===== src/rtl/rx_fsm.sv =====
// Serial-port receiver: 16x oversampled framing with 2-of-3 majority voting per bit,
// loading SBUF/RB8 and pulsing RI according to the RI-flag and multiprocessor rules.
module rx_fsm (
    input  logic       clk,
    input  logic       rst_n,
    input  logic       RxD,
    input  logic       TC,
    input  logic [1:0] SM,
    input  logic       SM2,
    input  logic       REN,
    input  logic       SCON_RI,
    input  logic [7:0] AB,
    input  logic       rd_n,
    output logic [7:0] dout,
    output logic       RI,
    output logic       RB8,
    output logic       FE
);
    localparam logic [2:0] IDLE  = 3'd0;
    localparam logic [2:0] START = 3'd1;
    localparam logic [2:0] DATA  = 3'd2;
    localparam logic [2:0] BIT9  = 3'd3;
    localparam logic [2:0] STOP  = 3'd4;

    localparam logic [1:0] MODE_8BIT = 2'b01;
    localparam logic [7:0] SBUF_ADDR = 8'h99;

    logic       rx_meta_reg, rxs_reg, rxs_prev_reg;
    logic       rxs;
    logic [2:0] state_reg, state_next;
    logic [3:0] cnt_reg, cnt_next;
    logic [2:0] bit_cnt_reg, bit_cnt_next;
    logic [7:0] shift_reg, shift_next;
    logic [7:0] sbuf_reg, sbuf_next;
    logic [2:0] samp_reg, samp_next;
    logic [1:0] sm_frame_reg, sm_frame_next;
    logic       bit9_reg, bit9_next;
    logic       rb8_reg, rb8_next;
    logic       ri_reg, ri_next;
    logic       fe_reg, fe_next;

    logic       tc_mid, tc_end;
    logic       maj_live, maj_held;
    logic       abort, load;

    assign rxs = rxs_reg;

    assign tc_mid = TC && (cnt_reg == 4'd9);
    assign tc_end = TC && (cnt_reg == 4'd15);

    // At count 9 the third sample is still on the line; after that it is held in samp_reg[2].
    assign maj_live = (samp_reg[0] & samp_reg[1]) | (samp_reg[0] & rxs) | (samp_reg[1] & rxs);
    assign maj_held = (samp_reg[0] & samp_reg[1]) | (samp_reg[0] & samp_reg[2]) |
                      (samp_reg[1] & samp_reg[2]);

    assign abort = (state_reg != IDLE) && (!REN || (SM != sm_frame_reg));

    assign load = !SCON_RI &&
                  (!SM2 || ((SM == MODE_8BIT) && maj_live) || ((SM != MODE_8BIT) && bit9_reg));

    always_comb begin
        state_next    = state_reg;
        cnt_next      = cnt_reg;
        bit_cnt_next  = bit_cnt_reg;
        shift_next    = shift_reg;
        sbuf_next     = sbuf_reg;
        samp_next     = samp_reg;
        sm_frame_next = sm_frame_reg;
        bit9_next     = bit9_reg;
        rb8_next      = rb8_reg;
        ri_next       = 1'b0;
        fe_next       = 1'b0;

        if ((state_reg != IDLE) && TC) begin
            cnt_next = cnt_reg + 4'd1;
            case (cnt_reg)
                4'd7:    samp_next[0] = rxs;
                4'd8:    samp_next[1] = rxs;
                4'd9:    samp_next[2] = rxs;
                default: ;
            endcase
        end

        case (state_reg)
            IDLE: begin
                if (rxs_prev_reg && !rxs && REN && (SM != 2'b00)) begin
                    state_next    = START;
                    cnt_next      = 4'd0;
                    sm_frame_next = SM;
                end
            end
            START: begin
                if (tc_mid && maj_live) begin
                    state_next = IDLE;
                end else if (tc_end) begin
                    state_next   = DATA;
                    bit_cnt_next = 3'd0;
                end
            end
            DATA: begin
                if (tc_end) begin
                    shift_next   = {maj_held, shift_reg[7:1]};
                    bit_cnt_next = bit_cnt_reg + 3'd1;
                    if (bit_cnt_reg == 3'd7) begin
                        state_next = (sm_frame_reg == MODE_8BIT) ? STOP : BIT9;
                    end
                end
            end
            BIT9: begin
                if (tc_end) begin
                    bit9_next  = maj_held;
                    state_next = STOP;
                end
            end
            STOP: begin
                // Decide mid stop bit so the line is free for the next start edge.
                if (tc_mid) begin
                    state_next = IDLE;
                    fe_next    = !maj_live;
                    if (load) begin
                        sbuf_next = shift_reg;
                        rb8_next  = (sm_frame_reg == MODE_8BIT) ? maj_live : bit9_reg;
                        ri_next   = 1'b1;
                    end
                end
            end
            default: state_next = IDLE;
        endcase

        if (abort) begin
            state_next = IDLE;
            sbuf_next  = sbuf_reg;
            rb8_next   = rb8_reg;
            ri_next    = 1'b0;
            fe_next    = 1'b0;
        end
    end

    always_ff @(posedge clk or negedge rst_n) begin
        if (!rst_n) begin
            rx_meta_reg  <= 1'b1;
            rxs_reg      <= 1'b1;
            rxs_prev_reg <= 1'b1;
            state_reg    <= IDLE;
            cnt_reg      <= 4'd0;
            bit_cnt_reg  <= 3'd0;
            shift_reg    <= 8'h00;
            sbuf_reg     <= 8'h00;
            samp_reg     <= 3'b000;
            sm_frame_reg <= 2'b00;
            bit9_reg     <= 1'b0;
            rb8_reg      <= 1'b0;
            ri_reg       <= 1'b0;
            fe_reg       <= 1'b0;
        end else begin
            rx_meta_reg  <= RxD;
            rxs_reg      <= rx_meta_reg;
            rxs_prev_reg <= rxs_reg;
            state_reg    <= state_next;
            cnt_reg      <= cnt_next;
            bit_cnt_reg  <= bit_cnt_next;
            shift_reg    <= shift_next;
            sbuf_reg     <= sbuf_next;
            samp_reg     <= samp_next;
            sm_frame_reg <= sm_frame_next;
            bit9_reg     <= bit9_next;
            rb8_reg      <= rb8_next;
            ri_reg       <= ri_next;
            fe_reg       <= fe_next;
        end
    end

    assign dout = (!rd_n && (AB == SBUF_ADDR)) ? sbuf_reg : 8'h00;
    assign RI   = ri_reg;
    assign RB8  = rb8_reg;
    assign FE   = fe_reg;

endmodule


===== config.mk =====
export PLATFORM = sky130hd
export DESIGN_NAME = rx_fsm
export DESIGN_NICKNAME = d
export VERILOG_FILES = /design/src/rtl/rx_fsm.sv
export SDC_FILE = /design/constraint.sdc
export NUM_CORES = 1
export LEC_CHECK = 0
export ABC_CLOCK_PERIOD_IN_PS = 1850
export CORE_ASPECT_RATIO = 1.75
export CORE_UTILIZATION = 48
export DETAILED_ROUTE_END_ITERATION = 16
export GPL_ROUTABILITY_DRIVEN = 0
export GPL_TIMING_DRIVEN = 0
export PLACE_DENSITY_LB_ADDON = 0.05
export SLEW_MARGIN = 20
export SYNTH_ARGS = -nofsm -noshare
export SYNTH_HDL_FRONTEND = slang
export SYNTH_SLANG_ARGS = --single-unit

===== constraint.sdc =====
create_clock -name clk -period 1.85 [get_ports clk]
set_clock_uncertainty 0.1 [all_clocks]
set_input_delay 0.37 -clock clk [delete_from_list [all_inputs] [get_ports clk]]
set_output_delay 0.37 -clock clk [all_outputs]
set_load 0.03 [all_outputs]

======== After elaboration in Yosys (flattened, before gate mapping) ========
Index checks and enable logic that the tools add are counted.
cells by class
  reduce and logical (&&, ||, !) cells .... 34
  muxes and demuxes ....................... 26
  bitwise gates (word level) .............. 10
  $add $sub $neg .......................... 2
  eq/ne operators ......................... 23
operators by type and width
  cell                   count
  $mux W3                12
  $ne A3 B3 Y1 const B   5
  $pmux W3 S5            1
  $eq A4 B4 Y1 const B   3
  $logic_and A1 B1 Y1    12
  $mux W4                3
  $reduce_and A2 Y1      6
  $eq A8 B8 Y1 const B   1
  $mux W1                8
  $mux W8                1
  $reduce_and A4 Y1      2
  $eq A3 B2 Y1 const B   2
  $eq A3 B3 Y1 const B   2
  $logic_not A1 Y1       6
  $ne A2 B2 Y1 const B   3
  $pmux W3 S2            1
  $reduce_and A6 Y1      1
  $and A1 B1 Y1          5
  $add A4 B1 Y4 const B  1
  $eq A2 B1 Y1 const B   2
  $eq A4 B3 Y1 const B   1
  $ne A4 B4 Y1 const B   1
  $or A1 B1 Y1           4
  $reduce_bool A2 Y1     2
  8 further kinds        10
word-level totals
  bits of input ports ..................... 18
  register bits after elaboration ......... 38
  output and inout bits ................... 11
  logic and storage cells ................. 111

======== Depth between registers and ports, before layout ========
  word-level depth ........................ 11
  depth in mapped cells ................... 8
  gate-level depth less buffers ........... 7

======== Worst setup path before layout ========
Ideal clock, no wire load.
  kind .................................... input -> output
  start point ............................. input port rd_n
  end point ............................... output port dout[0]
  data arrival time ....................... 1.624 ns
  cell stages on the path ................. 4
  required time ........................... 1.380 ns
  setup slack ............................. -0.244 ns
  buffers on the path ..................... 0
  cells stage by stage .................... nor4bb_1 -> nand3b_1 -> nor4b_1 -> and2_1
on the way
  cells in the longest elaborated chain, start to end .. 3
RTL lines
  item                 RTL line  RTL
  start: declaration   13        input logic rd_n,
  $logic_not A1 Y1     173       assign dout = (!rd_n && (AB == SBUF_ADDR)) ? sbuf_reg : 8'h00;
  $logic_and A1 B1 Y1  173
  $mux W8              173
  end: declaration     14        output logic [7:0] dout,
No other way between the ends.

======== Final worst setup path ========
  start point ............................. input port AB[2]
  end point ............................... output port dout[5]
on the way
  cells in the longest elaborated chain, start to end .. 3
RTL lines
  item                 RTL line  RTL
  start: declaration   12        input logic [7:0] AB,
  $eq A8 B8 Y1         173
  $logic_and A1 B1 Y1  173
  $mux W8              173
No other way between the ends.

==> impl_metrics.tcl <==
set metrics [dict create \
    ant_nets 0 \
    reg2reg_from "cnt_reg[1]$_DFF_PN0_" \
    slowest_stage "nor4bb_4" \
    diodes 0 \
    status "finished with violations" \
    setup_violations 17 \
    antenna_found_initial 0 \
    cp_max_fo 8 \
    final_hold_viol_count 0 \
    post-route-period-util_pct 109 \
    combPwrFrac_pct 17.0 \
    intPower_w 0.00144 \
    p_switching_w 0.000481 \
    first_global_vias 1611 \
    end_kind "output pin" \
    pwr-share-clk_pct 35.3 \
    syn_inst 177 \
    cts.sinks 38 \
    design_power_total_w 0.00192 \
    portBuffers 28 \
    synth_largest_area_cell "dfrtp_1" \
    p_leak_nw 1.27 \
    maxSlewViolCount 0 \
    cp_common_cell "buf_6" \
    rsz0062_at_grt "true" \
    path_cells "buf_6 -> nor4bb_4 -> nand3b_1 -> nor4b_4 -> buf_6 -> and2_4 -> buf_6" \
    drt-total-wl_mm 4.38 \
    viasPerCell 5.52 \
    synth_edf_count 0 \
    hold_depth 0 \
    hold_path.class "reg -> reg" \
    rows 30 \
    clock_path_buffers 2 \
    yosysUniqueCellTypes 47 \
    violations "negative setup slack" \
    start_kind "input pin" \
    cts_buffers 5 \
    core_area_um2 3870 \
    p_sw_share_pct 25.0 \
    grt_usage_pct 22.9 \
    nFillCells 300 \
    critPathKind "in -> out" \
    root_buffer "clkbuf_8" \
    drc 0 \
    ys_warn_count 0 \
    tightest_slew_ns 0.392 \
    final_layout_size_suffix_gt1_share_pct 41.6 \
    overflow 0 \
    crit_arrival_ns 1.55 \
    seqPwrFrac_pct 47.7 \
    power.density_nw_per_um2 713 \
    ios 29 \
    dp_hpwl_mm 2.93 \
    ys_top_cells_by_area "dfrtp_1, mux2_4, nand2_1" \
    num_vias 1541 \
    setup_slack_ns -0.173 \
    maxCapViolCount 0 \
    die_w_um 49.9 \
    synth_flop_cell "dfrtp_1" \
    async_reset_ff_share_pct 100 \
    first_iter_violations 40 \
    ff2ff_setup_slack_ns -0.14 \
    syn_avg_cell_area_um2 10.9 \
    wl_per_cell_um 15.7 \
    cpPeakStageDelay_ns 0.26 \
    final_nets 253 \
    syn_area_um2 1930 \
    initial_utilization_pct 49.9 \
    grt_max_degree 35 \
    htreeDepth 2 \
    clk_pin_slew_worst_paths_ns 0.07 \
    cts_tree "yes" \
    chipHeight_um 85.8 \
    max_freq_mhz 494 \
    maxSlewHeadroom_pct 73.5 \
    grt_pass1_wl_mm 7.25 \
    r2r-end "sbuf_reg[4]$_DFFE_PN0P_" \
    hold_end "rxs$_DFF_PN1_" \
    yosysSeqAreaShare_pct 49.5 \
    syn_nets 200 \
    yosys_register_bits 38 \
    required_ns 1.38 \
    clk-insertion-delay-late_ns 0.29 \
    fin_crit_ns 2.02 \
    syn2layout_area_growth_pct 40.0 \
    hold_start "rx_meta_reg$_DFF_PN1_" \
    synth_top_area_share_pct 45.4 \
    first_pass_iters 4 \
    r2r.worst_path.cells 7 \
    vdd_ir_drop_max_uv 837 \
    dieArea_um2 4280 \
    dp_slack_ns -1.15 \
]
==> critical path: cells and delay by family <==
family	cells	cell delay, ns
simple gates	4	0.80
buf+inv	3	0.37
==> power by group through the flow <==
stage                     Clock (W)  Combinational [W]  Sequential, W
after global placement            0           0.000198       0.000927
after detailed placement          0           0.000220       0.000932
after CTS                  0.000693           0.000276       0.000918
final                      0.000680           0.000328       0.000917
after global routing       0.000713           0.000361       0.000920
after floorplan                   0           0.000127       0.000920
==> kinds of logic (layout without fill, tap and decap cells) <==
| kind of cell | Yosys count | after routing | share of synthesized area [%] |
|---|---|---|---|
| and+or+nand+nor | 80 | 80 | 22.0 |
| DFF | 38 | 38 | 49.5 |
| AOI/OAI and AO/OA | 19 | 19 | 7.20 |
| muxes | 19 | 19 | 12.5 |
| buffers and inverters | 10 | 64 | 2.66 |
| adders and majority gates | 7 | 7 | 4.35 |
| xor gates and xnor gates | 4 | 4 | 1.82 |
==> stage by stage <==
| step | hold WS, ns | util, % | setup TNS (ns) | cells | cell area [um^2] |
|---|---|---|---|---|---|
| finish | 0.263 | 69.8 | -2.44 | 279 | 2700 |
| global route | 0.267 | 69.8 | -3.36 | 279 | 2700 |
| CTS | 0.264 | 67.6 | -2.86 | 274 | 2610 |
| detailed placement | 0.0985 | 59.7 | -17.87 | 254 | 2310 |
| global placement | 0.249 | 59.4 | -32.72 | 253 | 2290 |
| floorplan | -0.0256 | - | -0.620 | 177 | 1950 |
==> synthesized netlist by cell type, drive strengths merged (2+ instances only) <==
cell type	count
a21oi	2
a22o	2
and2	9
and3	3
buf	4
clkbuf	2
dfrtp	35
dfstp	3
ha	5
inv	4
maj3	2
mux2	16
mux2i	3
nand2	32
nand2b	2
nand3	4
nand3b	2
nand4	3
nor2	9
nor2b	3
nor3	6
o21ai	4
o2bb2ai	2
xnor2	3
==> cells in the final DEF (no fill, tap or decap), types with 3 or more instances in the layout <==
master           instances
nor2_1                   9
nor3_1                   4
dfrtp_1                 33
buf_4                   15
nor2b_1                  3
and3_1                   3
mux2_4                   8
dfstp_2                  3
inv_1                    3
buf_6                   15
clkbuf_8                 5
and2_4                   8
nand4_1                  3
mux2_2                   7
nand2_1                 30
clkdlybuf4s50_1          9
dlygate4sd2_1            5
o21ai_0                  3
nand3_1                  4
==> final cells by class <==
type                       instances  area (um^2)  share of cell area, %
clock inverter                     3         40.0                   1.48
buffer                             5         42.5                   1.58
inverter                           4         15.0                  0.556
timing repair buffer              47          443                   16.4
tap                               48         60.1                   2.23
multi-input combinational        129         1070                   39.7
clock buffer                       5         68.8                   2.55
sequential                        38          957                   35.5
==> worst max-delay path by stage <==
stage                        from                 endpoint  slack, ns  cells past startpoint
floorplan           rxs$_DFF_PN1_  sbuf_reg[0]$_DFFE_PN0P_      -0.08                      5
global route                AB[2]                  dout[2]      -0.24                      7
finish                      AB[2]                  dout[5]      -0.17                      7
CTS                          rd_n                  dout[5]      -0.22                      7
detailed placement          AB[3]                  dout[5]      -1.15                      6
global placement            AB[3]                  dout[3]      -1.10                      6
==> layer usage <==
metal  vias up  global-route usage (%)  wire, um
met4         0                    13.5       185
met1       769                    20.7      1570
met3        14                    3.72       110
met2        34                    45.2      2520
met5         -                       0         0
li1        724                       -         -
==> repair_timing <==
action                                  CTS  global route
endpoints found under the setup margin   24            25
gates resized for setup                 104            16
buffers inserted                         11             5
cloned                                    1             0
hold buffers                              1             0
hold endpoints to repair                  4             0
pin swaps                                19             9
Power figures use the tool's default switching activity.
